**config.mk**
```make
export PLATFORM = sky130hd
export DESIGN_NAME = mul16_seq_flat
export DESIGN_NICKNAME = d
export VERILOG_FILES = /design/src/rtl/mul16_seq_pkg.sv /design/src/rtl/mul16_seq_if.sv /design/src/rtl/cla16.sv /design/src/rtl/mul16_seq.sv /design/src/flat_wrapper.sv
export SDC_FILE = /design/constraint.sdc
export NUM_CORES = 1
export LEC_CHECK = 0
export BUFFER_PORTS_ARGS = -buffer_cell sky130_fd_sc_hd__buf_2
export CAP_MARGIN = 15
export CORE_MARGIN = 5
export CORE_UTILIZATION = 50
export CTS_CLUSTER_SIZE = 10
export DETAILED_ROUTE_END_ITERATION = 6
export PLACE_DENSITY = 0.82
export SYNTH_ARGS = -nofsm -noshare
export SYNTH_HDL_FRONTEND = slang
export SYNTH_SLANG_ARGS = --single-unit
```
**constraint.sdc**
```tcl
create_clock -name clk -period 7.97 [get_ports clk]
set_clock_uncertainty 0.15 [all_clocks]
set_input_delay 1.9925 -clock clk [delete_from_list [all_inputs] [get_ports clk]]
set_output_delay 1.9925 -clock clk [all_outputs]
set_load 0.03 [all_outputs]
```
**src/rtl/mul16_seq_pkg.sv**
```systemverilog
// Shared constants and state encoding for the 16x16 shift-and-add multiplier.
package mul16_seq_pkg;

  localparam int OP_W   = 16;
  localparam int PROD_W = 32;
  localparam int ITERS  = 16;
  localparam int CNT_W  = 4;

  typedef enum logic [1:0] {
    IDLE = 2'd0,
    RUN  = 2'd1,
    DONE = 2'd2
  } state_t;

endpackage

```
**src/rtl/mul16_seq_if.sv**
```systemverilog
// Request/response bundle of the sequential multiplier: operands in, product out.
interface mul16_seq_if;
   import mul16_seq_pkg::*;

   logic              start;
   logic [OP_W-1:0]   A;
   logic [OP_W-1:0]   B;
   logic              busy;
   logic              done;
   logic [PROD_W-1:0] P;
   logic              ovf;

   modport master (output start, A, B, input busy, done, P, ovf);
   modport slave  (input start, A, B, output busy, done, P, ovf);
endinterface

```
**src/rtl/cla16.sv**
```systemverilog
// 16-bit carry-lookahead adder: 4-bit groups with group generate/propagate.
module cla16 (
   input  logic [15:0] a,
   input  logic [15:0] b,
   input  logic        c,
   output logic [15:0] s,
   output logic        co
);
   logic [15:0] g, p;
   logic [16:0] cy;
   logic [3:0]  gg, gp;
   logic [4:0]  gc;

   assign g = a & b;
   assign p = a ^ b;

   // Group carries are resolved first so each nibble only ripples internally.
   always_comb begin
      gg = '0;
      gp = '0;
      gc = '0;
      cy = '0;
      gc[0] = c;
      for (int k = 0; k < 4; k++) begin
         gp[k] = &p[4*k +: 4];
         gg[k] = g[4*k+3]
               | (p[4*k+3] & g[4*k+2])
               | (p[4*k+3] & p[4*k+2] & g[4*k+1])
               | (p[4*k+3] & p[4*k+2] & p[4*k+1] & g[4*k]);
         gc[k+1] = gg[k] | (gp[k] & gc[k]);
      end
      for (int k = 0; k < 4; k++) begin
         cy[4*k] = gc[k];
         for (int i = 4*k; i < 4*k+3; i++) cy[i+1] = g[i] | (p[i] & cy[i]);
      end
      cy[16] = gc[4];
   end

   assign s  = p ^ cy[15:0];
   assign co = cy[16];
endmodule

```
**src/rtl/mul16_seq.sv**
```systemverilog
// Unsigned 16x16 multiplier, one partial product per clock, fixed 16-cycle latency.
module mul16_seq
   import mul16_seq_pkg::*;
(
   input  logic       clk,
   input  logic       rst_n,
   mul16_seq_if.slave bus
);
   state_t            state;
   logic [OP_W-1:0]   mcand, hi, lo;
   logic [CNT_W-1:0]  count;
   logic [OP_W-1:0]   addend, sum;
   logic              carry;
   logic              busy_q, done_q, ovf_q;
   logic [PROD_W-1:0] p_q;

   assign addend = lo[0] ? mcand : '0;

   cla16 u_add (
      .a  (hi),
      .b  (addend),
      .c  (1'b0),
      .s  (sum),
      .co (carry)
   );

   // NOTE: every register here is updated with <= so all of them sample the
   // pre-edge values of each other; reset is asynchronous and clears all state.
   always_ff @(posedge clk or negedge rst_n) begin
      if (!rst_n) begin
         state  <= IDLE;
         mcand  <= '0;
         hi     <= '0;
         lo     <= '0;
         count  <= '0;
         busy_q <= 1'b0;
         done_q <= 1'b0;
         p_q    <= '0;
         ovf_q  <= 1'b0;
      end else begin
         case (state)
            IDLE: begin
               done_q <= 1'b0;
               if (bus.start) begin
                  state  <= RUN;
                  mcand  <= bus.A;
                  hi     <= '0;
                  lo     <= bus.B;
                  count  <= '0;
                  busy_q <= 1'b1;
               end
            end
            RUN: begin
               // {carry,sum,lo} shifted right by one keeps the adder carry-out.
               hi    <= {carry, sum[OP_W-1:1]};
               lo    <= {sum[0], lo[OP_W-1:1]};
               count <= count + CNT_W'(1);
               if (count == CNT_W'(ITERS - 1)) begin
                  state  <= DONE;
                  busy_q <= 1'b0;
                  done_q <= 1'b1;
                  p_q    <= {carry, sum, lo[OP_W-1:1]};
                  ovf_q  <= |{carry, sum[OP_W-1:1]};
               end
            end
            DONE: begin
               state  <= IDLE;
               done_q <= 1'b0;
            end
            default: begin
               state  <= IDLE;
               busy_q <= 1'b0;
               done_q <= 1'b0;
            end
         endcase
      end
   end

   assign bus.busy = busy_q;
   assign bus.done = done_q;
   assign bus.P    = p_q;
   assign bus.ovf  = ovf_q;
endmodule

```
**src/flat_wrapper.sv**
```systemverilog
// flat-port wrapper written by rule: the top's interface ports become plain ports
module mul16_seq_flat import mul16_seq_pkg::*;
  (clk, rst_n, bus_start, bus_A, bus_B, bus_busy, bus_done, bus_P, bus_ovf);
  mul16_seq_if bus_i ();
  input  logic clk;
  input  logic rst_n;
  input wire logic [$bits(bus_i.start)-1:0] bus_start;
  input wire logic [$bits(bus_i.A)-1:0] bus_A;
  input wire logic [$bits(bus_i.B)-1:0] bus_B;
  output wire logic [$bits(bus_i.busy)-1:0] bus_busy;
  output wire logic [$bits(bus_i.done)-1:0] bus_done;
  output wire logic [$bits(bus_i.P)-1:0] bus_P;
  output wire logic [$bits(bus_i.ovf)-1:0] bus_ovf;
  assign bus_i.start = bus_start;
  assign bus_i.A = bus_A;
  assign bus_i.B = bus_B;
  assign bus_busy = bus_i.busy;
  assign bus_done = bus_i.done;
  assign bus_P = bus_i.P;
  assign bus_ovf = bus_i.ovf;
  mul16_seq u_core (.clk(clk), .rst_n(rst_n), .bus(bus_i));
endmodule
```
Word-level counts from Yosys, hierarchy flattened
Index checks and enable logic that the tools add are counted.

word-level totals
  flip-flop bits (word level) = 89
  output and inout port bits = 35
  input port bits = 35
  logic and storage cells = 105

cells by class
  reductions and logical operators = 11
  multiplexer cells = 15
  add/sub/neg operators = 1
  bitwise gates (word level) = 64
  equality and inequality tests = 5

operator list
  cell                   count
  $pmux W16 S2           2
  $mux W16               3
  $and A1 B1 Y1          34
  $xor A16 B16 Y16       2
  $or A1 B1 Y1           26
  $and A16 B16 Y16       1
  $reduce_or A16 Y1      1
  $reduce_and A4 Y1      3
  $pmux W4 S2            1
  $reduce_and A2 Y1      4
  $add A4 B1 Y4 const B  1
  $eq A4 B4 Y1 const B   1
  $mux W1                4
  $mux W2                2
  $mux W4                1
  $pmux W2 S2            1
  $pmux W1 S3            1
  $reduce_and A3 Y1      1
  $eq A2 B1 Y1 const B   1
  $eq A2 B2 Y1 const B   1
  $logic_not A2 Y1       1
  $ne A2 B1 Y1 const B   1
  $ne A2 B2 Y1 const B   1
  $reduce_bool A2 Y1     1
  $not A1 Y1             1

Depth between registers and ports, before layout
  depth in word-level cells = 18
  depth in mapped cells = 16
  depth with buffers taken out = 15

Hierarchy
From an unflattened synthesis, not the netlist that was laid out.

unflattened totals
  cells, all modules = 338
  area total of the unflattened synthesis = 4423.0 sq um

by module, submodules not included
  module     cells each  area each (sq um)  sequential area each (sq um)  instances
  mul16_seq  266         3729.8             2227.1                        1
  cla16      72          693.2              0.0                           1

Worst setup path before layout
No wires, ideal clock.

  path type = register to register
  from = register u_core.lo[0]
  to = register u_core.ovf_q, in the netlist u_core.bus.ovf
  arrival = 3.892 ns
  required time = 7.694 ns
  stages on the path, launching flop included = 15
  path buffers = 1
  clock period less this slack = 4.168 ns
  library setup time = 0.126 ns
  path slack = 3.802 ns
  path through = dfrtp_1 -> clkbuf_1 -> and2_1 -> ha_1 -> and3_4 -> a221o_1 -> a31oi_2 -> o21ai_0 -> fa_1 -> fa_1 -> fa_1 -> xor2_1 -> nor3_1 -> nand4_1 -> o32a_1

between the ends
  cells in the longest elaborated chain, start to end = 18
  elaborated cells between the ends (all ways) = 68
  classes of those cells = mux: 1; bitwise: 63; reduce/logical: 4

ends and longest elaborated chain
  item                                                  RTL line                               RTL
  start: declaration                                    mul16_seq.sv:10                        logic [OP_W-1:0] mcand, hi, lo;
  start signal: assignment                              mul16_seq.sv:48                        lo <= bus.B;
  start signal: assignment                              mul16_seq.sv:56                        lo <= {sum[0], lo[OP_W-1:1]};
  $mux W16 *                                            mul16_seq.sv:17                        assign addend = lo[0] ? mcand : '0;
  $xor A16 B16 Y16 or $and A16 B16 Y16 (tied branches)  cla16.sv:15, cla16.sv:14
  $and A1 B1 Y1, on equally long branches               cla16.sv:27, cla16.sv:28, cla16.sv:29
  $or A1 B1 Y1 (tied with other cells)                  cla16.sv:27                            | (p[4*k+3] & g[4*k+2])
  $or A1 B1 Y1 or $and A1 B1 Y1 (tied branches)         cla16.sv:28, cla16.sv:29
  $or A1 B1 Y1                                          cla16.sv:29                            | (p[4*k+3] & p[4*k+2] & p[4*k+1] & g[4*k]);
  $and A1 B1 Y1                                         cla16.sv:30                            gc[k+1] = gg[k] | (gp[k] & gc[k]);
  $or A1 B1 Y1                                          cla16.sv:30
  [2 not listed]                                        n/a
  $and A1 B1 Y1                                         cla16.sv:34                            for (int i = 4*k; i < 4*k+3; i++) cy[i+1] = g[i] | (p[i] & cy[i]);
  $or A1 B1 Y1                                          cla16.sv:34
  $and A1 B1 Y1                                         cla16.sv:34
  $or A1 B1 Y1                                          cla16.sv:34
  $and A1 B1 Y1                                         cla16.sv:34
  $or A1 B1 Y1                                          cla16.sv:34
  $xor A16 B16 Y16                                      cla16.sv:39                            assign s = p ^ cy[15:0];
  $reduce_or A16 Y1 *                                   mul16_seq.sv:63                        ovf_q <= |{carry, sum[OP_W-1:1]};
  end signal: assignment                                mul16_seq.sv:63
  end: declaration                                      mul16_seq.sv:14                        logic busy_q, done_q, ovf_q;

Mark *: on every way between the ends. The rest lies on a longest branch, timed or not.
A chain may end at the register's enable or synchronous reset.

Worst setup path after layout
Same ends and word-level chain as after synthesis.

==> metrics.cfg <==
[layout]
layout.nets = 540
fill_cells = 753
utilization_pct = 57.3
multi_input_area_um2 = 1950
regArea_um2 = 2230
drive_above_1_share_pct = 23.3
num_antenna_cells = 0
area_delta_synth_final_pct = 13.4

[synth]
synth-seq-area-share_pct = 51.6
synth_cell_types = 40
syn_area_um2 = 4320
netlist_instances = 415
synth_seq_cells = 89
avgSynthCellArea_um2 = 10.4
ys_warn_count = 0
synth_fp_nets = 478

[detailed_routing]
firstDrtPassIters = 5
postRouteAntennaNets = 0
vias_per_cell = 5.51
wl_per_cell_um = 16.2
drcViolationCount = 0
routed_wl_mm = 9.51
drt_iter0_markers = 205
vias = 3237

[sta]
fin_setup_tns_ns = 0
finalCriticalPeriod_ns = 4.39
worstMarginPinSlew_ns = 0.929
rsz0062_at_grt = no
whs_ns = 0.320
drv_slew = 0
setup_viol = 0
fin_crit_sh_pct = 55.1
slew_headroom_pct = 38.0
hold_viol_final = 0
fmax_mhz = 228

[global_routing]
grt_pass1_vias = 3256
grt_max_degree = 90
grt_pass1_wl_mm = 15.8
grt_usage_pct = 19.0
antenna_found_initial = 0
grt.overflow.total = 0

[place]
dpl.hpwl_mm = 6.76
portBuffers = 69
place.gp.congestion = 0.861

[pwr]
leakagePower_nw = 2.49
pwr-share-seq_pct = 40.2
p_int_mw = 1.16
p_comb_share_pct = 47.2
swShare_pct = 43.3
p_clk_share_pct = 12.6
power_density_nw_per_um2 = 417
p_switching_mw = 0.883
ir_worst_vdd_mv = 0.139

[cts]
cts_buffer_depth = 2
clkLatencyLatePin_ns = 0.36
cts_sinks = 89
cts_tree = yes
cts_setup_buffers = 0
root_buffer = clkbuf_8
cts_resized = 0
numCtsBuffers = 9
holdBufCountCts = 0
htree_levels = 3
clk_pin_slew_worst_paths_ns = 0.08

[job]
maxCapViolations = 0

[critical_path]
path_cells = nand2_1 > inv_1 > ha_1 > and3_4 > a221o_1 > a31oi_2 > o21ai_0 > fa_1 > fa_1 > fa_1 > xor2_1 > nor3_1 > nand4_1 > o32a_1
crit_top_cell = fa_1
r2r-start = u_core.lo[0]
cp-start-kind = flip-flop
required_ns = 8.06
critical_path_class = reg2reg
slowest_stage = dfrtp_1
worst_ep_arrival_time_ns = 4.48
end_kind = flip-flop
max_stage_delay_ns = 0.57
critPathLaunch = u_core.lo[0]
crit_fanout = 17

[worst_hold_path]
hold_class = reg2reg
min-delay-start = u_core.bus.P[19]

[floorplan]
io_pins = 70
die_w_um = 103
die_h_um = 103
core_um2 = 8550
dieArea_um2 = 10600
start_util_pct = 50.5
rows = 34

[outcome]
status = completed

-- cell usage in the layout, fill, tap and decap left out, types with 3 or more instances in the layout --
cell type  count
nand2_1      101
dfrtp_1       89
buf_2         68
o21ai_0       30
a21oi_1       23
ha_1          17
nor2b_1       16
mux2_2        16
a22oi_1       15
and2_1        13
a22o_1        13
inv_1         12
fa_1          11
clkbuf_8       9
nor2_1         5
buf_4          4
nand4_1        3
clkinv_2       3
-- routing by layer --
metal | share of wire (%) | vias up | GRT usage [%]
met3 | 6.0 | 10 | 4.60
met4 | 1.2 | 0 | 5.18
met5 | 0 | - | 0
li1 | - | 1529 | -
met2 | 48 | 97 | 29.9
met1 | 44 | 1601 | 26.4
-- sequential cells by signal (all words and copies together) (netlist names) --
name and count:
u_core.count 4, u_core.bus.busy 1, u_core.bus.ovf 1, u_core.mcand 16, u_core.bus.done 1, u_core.hi 16
u_core.state 2, u_core.lo 16, u_core.bus.P 32
-- logic make-up after synthesis --
kind of cell | Yosys count | share of synthesized area [%]
AOI/OAI and AO/OA | 91 | 13.7
xor gates and xnor gates | 4 | 0.812
adders and majority gates | 28 | 10.0
buffers and inverters | 34 | 3.45
DFF | 89 | 51.6
muxes | 16 | 4.17
and+or+nand+nor | 153 | 16.3
-- critical path, delay by kind of cell (launching register included) --
| family | cells | cell delay (ns) |
|---|---|---|
| xor+xnor | 1 | 0.20 |
| buf+inv | 1 | 0.10 |
| simple gates | 4 | 0.71 |
| fa+ha+maj | 4 | 1.52 |
| compound gates | 4 | 1.03 |
| flops | 1 | 0.57 |
-- stage by stage --
stage	std cells	cell area, um^2	total power, mW	setup WS [ns]
5_1_grt	588	4900	2.20	3.28
6_report	588	4900	2.04	3.58
3_5_place_dp	573	4730	1.79	3.59
3_3_place_gp	573	4730	1.73	3.72
4_1_cts	587	4880	2.05	3.58
2_1_floorplan	415	4320	1.50	3.80
-- cells in the mapped netlist (all sizes together) --
master,instances,area (um^2)
o21bai,1,7.51
and2,13,81.3
clkbuf,16,60.1
or4b,1,10.0
ha,17,213
and2b,1,7.51
xor2,2,17.5
buf,6,43.8
a22oi,15,113
nor3,2,10.0
xnor2,2,17.5
and3,2,17.5
a2111oi,1,15.0
a21oi,23,115
nand2b,2,12.5
o22a,1,10.0
a21o,2,16.3
a221o,1,10.0
nor2b,18,113
o32a,1,10.0
inv,12,45.0
nand4,3,18.8
or2,1,6.26
mux2,16,180
nand2,101,379
nor4,1,6.26
a31oi,1,12.5
fa,11,220
nor2,5,18.8
nand3,1,5.00
o21ai,31,159
a22o,13,114
and3b,2,17.5
o32ai,1,8.76
dfrtp,89,2230
-- worst paths after layout --
| check | to | slack (ns) | cells after the start |
|---|---|---|---|
| max reg2reg | u_core.bus.ovf | 3.58 | 14 |
| max | u_core.bus.ovf | 3.58 | 14 |
| max in group asynchronous | u_core.hi[6] | 5.58 | 2 |
| min | u_core.bus.P[19] | 0.32 | 2 |
| min reg2reg | u_core.bus.P[19] | 0.32 | 2 |
| min in group asynchronous | u_core.bus.P[5] | 1.45 | 1 |
-- cell type report --
cell class | instances | area share (%)
Clock buffer | 10 | 2.61
Clock inverter | 4 | 0.460
Inverter | 12 | 0.920
Multi-Input combinational cell | 292 | 39.8
Sequential cell | 89 | 45.5
Tap cell | 108 | 2.76
Timing Repair Buffer | 73 | 7.97
-- power by group through the flow --
stage	clock, mW	combinational (mW)	sequential [mW]
final	0.257	0.963	0.821
after global routing	0.283	1.07	0.853
after CTS	0.262	0.968	0.820
after detailed placement	0	0.965	0.827
after global placement	0	0.918	0.814
after floorplan	0	0.576	0.925
Power figures use the tool's default switching activity.
